<file path="src/rtl/bcd_serial_subtractor.sv">
// ============================================================================
// bcd_serial_subtractor
//
// Digit-serial packed-BCD subtractor: diff = a - b, one decimal digit per
// clock, least significant digit first, with a rippling borrow.
//
// Parameters
//   NDIGITS  number of packed BCD digits per operand (1..8), digit 0 in [3:0]
//
// Ports
//   clk      system clock, all state changes on its rising edge
//   nrst     asynchronous active-low reset
//   start    request pulse, operands sampled when start=1 and idle
//   a        minuend, packed BCD
//   b        subtrahend, packed BCD
//   busy     high while an operation is in progress (RUN and DONE states)
//   done     one-cycle pulse marking valid results
//   diff     packed BCD result
//   borrow   final borrow out (a < b)
//   invalid  an operand digit greater than 9 was sampled
//
// Build option
//   BCD_SUB_SATURATE_EN  when defined, a negative result is clamped to zero
//                        (diff=0, borrow=1) instead of reporting the wrapped
//                        ten's-complement value.
// ============================================================================
module bcd_serial_subtractor #(
    parameter int NDIGITS = 4
) (
    input  logic                   clk,
    input  logic                   nrst,
    input  logic                   start,
    input  logic [4*NDIGITS-1:0]   a,
    input  logic [4*NDIGITS-1:0]   b,
    output logic                   busy,
    output logic                   done,
    output logic [4*NDIGITS-1:0]   diff,
    output logic                   borrow,
    output logic                   invalid
);

    localparam int W  = 4 * NDIGITS;
    localparam int IW = (NDIGITS > 1) ? $clog2(NDIGITS) : 1;
    localparam logic [IW-1:0] LAST_IDX = IW'(NDIGITS - 1);

`ifdef BCD_SUB_SATURATE_EN
    localparam bit SATURATE = 1'b1;
`else
    localparam bit SATURATE = 1'b0;
`endif

    typedef enum logic [1:0] {
        IDLE,
        RUN,
        DONE
    } state_t;

    state_t          state;
    logic [W-1:0]    a_reg;
    logic [W-1:0]    b_reg;
    logic [IW-1:0]   idx;
    logic            borrow_chain;

    logic            operand_bad;
    logic [3:0]      a_dig;
    logic [3:0]      b_dig;
    logic signed [4:0] t;
    logic [3:0]      dig_out;
    logic            dig_bout;

    // Flag any nibble of either incoming operand that is not a decimal digit.
    // Evaluated on the live inputs so it can be latched with the operands.
    always_comb begin
        operand_bad = 1'b0;
        for (int i = 0; i < NDIGITS; i++) begin
            if (a[4*i +: 4] > 4'd9 || b[4*i +: 4] > 4'd9) begin
                operand_bad = 1'b1;
            end
        end
    end

    // One digit of the subtraction. With valid digits t lies in -10..9,
    // so a 5-bit signed value suffices and t+10 always lands in 0..9.
    // The sign bit of t is exactly the borrow out of this digit.
    always_comb begin
        a_dig    = a_reg[4*idx +: 4];
        b_dig    = b_reg[4*idx +: 4];
        t        = $signed({1'b0, a_dig}) - $signed({1'b0, b_dig})
                 - $signed({4'b0000, borrow_chain});
        dig_bout = t[4];
        dig_out  = t[4] ? 4'(t + 5'sd10) : 4'(t);
    end

    // Control FSM plus datapath registers. All outputs are registered.
    // busy rises on the accepting edge and falls on the edge that raises
    // done, so start is accepted again during the done cycle.
    // Result fix-ups (invalid operands, optional clamp) are applied on the
    // DONE->IDLE edge so diff only ever holds decimal digits.
    always_ff @(posedge clk or negedge nrst) begin
        if (!nrst) begin
            state        <= IDLE;
            a_reg        <= '0;
            b_reg        <= '0;
            idx          <= '0;
            borrow_chain <= 1'b0;
            busy         <= 1'b0;
            done         <= 1'b0;
            diff         <= '0;
            borrow       <= 1'b0;
            invalid      <= 1'b0;
        end else begin
            case (state)
                IDLE: begin
                    done <= 1'b0;
                    if (start) begin
                        a_reg        <= a;
                        b_reg        <= b;
                        idx          <= '0;
                        borrow_chain <= 1'b0;
                        diff         <= '0;
                        borrow       <= 1'b0;
                        invalid      <= operand_bad;
                        busy         <= 1'b1;
                        state        <= RUN;
                    end
                end

                RUN: begin
                    if (!invalid) begin
                        diff[4*idx +: 4] <= dig_out;
                    end
                    borrow_chain <= dig_bout;
                    if (idx == LAST_IDX) begin
                        state <= DONE;
                    end else begin
                        idx <= idx + 1'b1;
                    end
                end

                DONE: begin
                    if (invalid) begin
                        diff   <= '0;
                        borrow <= 1'b0;
                    end else begin
                        borrow <= borrow_chain;
                        if (SATURATE && borrow_chain) begin
                            diff <= '0;
                        end
                    end
                    busy  <= 1'b0;
                    done  <= 1'b1;
                    state <= IDLE;
                end

                default: begin
                    busy  <= 1'b0;
                    done  <= 1'b0;
                    state <= IDLE;
                end
            endcase
        end
    end

endmodule

</file>
<file path="config.mk">
export PLATFORM = sky130hd
export DESIGN_NAME = bcd_serial_subtractor
export DESIGN_NICKNAME = d
export VERILOG_FILES = /design/src/rtl/bcd_serial_subtractor.sv
export SDC_FILE = /design/constraint.sdc
export NUM_CORES = 1
export LEC_CHECK = 0
export BUFFER_PORTS_ARGS = -buffer_cell sky130_fd_sc_hd__buf_4
export CAP_MARGIN = 0
export CORE_MARGIN = 2
export CORE_UTILIZATION = 40
export DETAILED_ROUTE_END_ITERATION = 6
export GPL_ROUTABILITY_DRIVEN = 0
export GPL_TIMING_DRIVEN = 0
export PLACE_DENSITY = 0.73
export SETUP_SLACK_MARGIN = 0.15
export SLEW_MARGIN = 0
export SYNTH_ARGS = -nofsm -noshare
export SYNTH_HDL_FRONTEND = slang
export SYNTH_SLANG_ARGS = --single-unit
</file>
<file path="constraint.sdc">
create_clock -name clk -period 5.4 [get_ports clk]
set_clock_uncertainty 0.2 [all_clocks]
set_input_delay 1.35 -clock clk [delete_from_list [all_inputs] [get_ports clk]]
set_output_delay 1.35 -clock clk [all_outputs]
set_load 0.02 [all_outputs]
</file>
==> metrics.txt <==
Slew Viols, Final=0; RSZ-0062 raised after global routing=false; largest net degree at the start of global routing=58; Cell Area, Synth=2790 um^2; actual slew at the worst max-slew pin=0.717 ns; nets=336; DPL Wire Length=4410 um; CP Data Arrival Time=4.64 ns; Final setup violation count=0; drt via density=5.22; share of layout cells above drive strength 1=0.325; initial core utilization=0.413; # clock sinks=57; Clk pin slew, worst setup/hold paths=0.06 ns; worst hold path type=reg -> reg; Hold Vio Cnt, Final=0; syn_area_per_cell=12.4 um^2; CP Capture Type=register; clock buffer depth=2; fmax=0.218 GHz; Synth-to-Final Area Change=26.1%; Ys Warns=0; Congestion Overflow GR=0; Die Footprint=7650 um^2; site row count=30; Netlist cell types=39; Clk Latency, worst-skew pair=0.34 ns; Post-synth top flop=dfrtp_1; total number of vias=1956; Antenna diodes=0; Mapped Nets=271; register area share after synthesis=0.512; hold buffer count at CTS=0; Rel. slew slack=0.522; TritonCTS clock tree=built; drt wl/cell=15.8 um; drt pass-1 iters=6; setup ws final=0.820 ns; post-layout minimum cycle time=4.58 ns; Place WS=0.869 ns; Layout Cells excl Fill=375; io pins=55; Fin Setup TNS=0 ns; total global-route track usage=0.176; Max-Cap Viols=0; Post-Route WL=5940 um; EDFF count, synth=0; CP Class=reg -> reg; H-tree depth=3; DRC Markers=0; Post-Syn Instances=225; initial antenna violation count=0; setup repair bufs after CTS=0; status=finished clean; Placed Cells=359; Core Area=6760 um^2; Crit Path Max Fanout=10; clock root buffer=clkbuf_8; first-pass GRT wire length=9850 um; Die X-Extent=87.5 um; CP Launch Type=register; DRT iter0 DRCs=90; PortBufs=54; period utilisation layout=0.848; vias in the first global route=2051; Fillers=614; Synth Register Bits=57; asr flop ratio synth=1.00; CP required=5.46 ns; # resized after CTS=0; die height=87.5 um; cts bufs inserted=9; post-route ant nets=0
-- worst max-delay path, stage by stage, from the launching register on --
cell,delay [ns]
dfrtp_1,0.44
buf_1,0.57
mux4_1,0.70
fa_1,0.44
fa_1,0.44
xor2_1,0.23
ha_1,0.30
or3_1,0.15
a21oi_2,0.07
a2111oi_4,0.39
mux2_2,0.42
o21ai_1,0.14
-- logic make-up after synthesis --
family	synth area share
flops	0.512
compound gates	0.101
simple gates	0.0777
mux	0.212
buf+inv	0.0310
fa+ha+maj	0.0548
xor+xnor	0.0126
-- final timing paths --
check | startpoint | end | slack (ns) | depth (start not counted)
worst min register to register | b_reg[5] | b_reg[5] | 0.28 | 1
worst max-delay path | idx[0] | diff[7] | 0.82 | 11
worst min-delay path | b_reg[5] | b_reg[5] | 0.28 | 1
min in group asynchronous | nrst | state[1] | 0.86 | 1
worst max register to register | idx[0] | diff[7] | 0.82 | 11
max in group asynchronous | nrst | diff[7] | 3.66 | 1
-- per-layer routing --
layer	global-route usage	part of all wire	routed length [um]
met3	0.0569	0.055	325
met5	0	0	0
met4	0.0797	0.018	108
met1	0.204	0.42	2520
met2	0.295	0.50	2990
-- Yosys cell counts, types with 2 or more instances --
cell type,n,area (um^2)
dfrtp_1,57,1430
nand2_1,21,78.8
mux2_2,19,214
o21ai_1,17,85.1
inv_1,14,52.6
mux2_1,14,158
o21ai_0,11,55.1
ha_1,9,113
a21oi_1,8,40.0
mux4_1,7,184
nor2_1,6,22.5
nand4_1,4,25.0
buf_2,3,15.0
nand2b_1,3,18.8
nand3_1,3,15.0
xor2_1,3,26.3
fa_1,2,40.0
mux2i_1,2,20.0
nand4b_1,2,17.5
-- cell type report --
class	instances	area [um^2]	share of cell area
clock inverter	2	60.1	0.0171
timing repair buffer	54	405	0.115
clock buffer	14	163	0.0463
multi-input combinational	148	1270	0.363
sequential	57	1430	0.406
buffer	6	33.8	0.00961
inverter	14	52.6	0.0149
tap	80	100	0.0285
-- cell usage in the layout (no fill, tap or decap), types with 2 or more instances in the layout --
cell type	synthesis	final
fa_1	2	2
mux2i_1	2	2
mux4_1	7	7
mux2_1	14	14
xor2_1	3	3
nand2b_1	3	3
buf_4	0	54
nand3_1	3	3
nand2_1	21	21
nand4_1	4	4
nand4b_1	2	2
a21oi_1	8	8
bufinv_16	0	2
clkbuf_8	0	11
dfrtp_1	57	57
mux2_2	19	19
o21ai_0	11	11
nor2_1	6	6
buf_2	3	3
ha_1	9	9
inv_1	14	14
clkbuf_1	1	4
o21ai_1	17	17
-- per-stage QoR --
stage,hold WS (ns),utilization,area (um^2)
finish,0.279,0.520,3520
global route,0.296,0.520,3520
CTS,0.285,0.520,3520
detailed placement,0.270,0.487,3290
global placement,0.261,0.487,3290
floorplan,0.249,-,2790
Power is left out: the tool's default activity adds up to more than one toggle a clock period on the data nets, which glitch-free logic cannot reach.
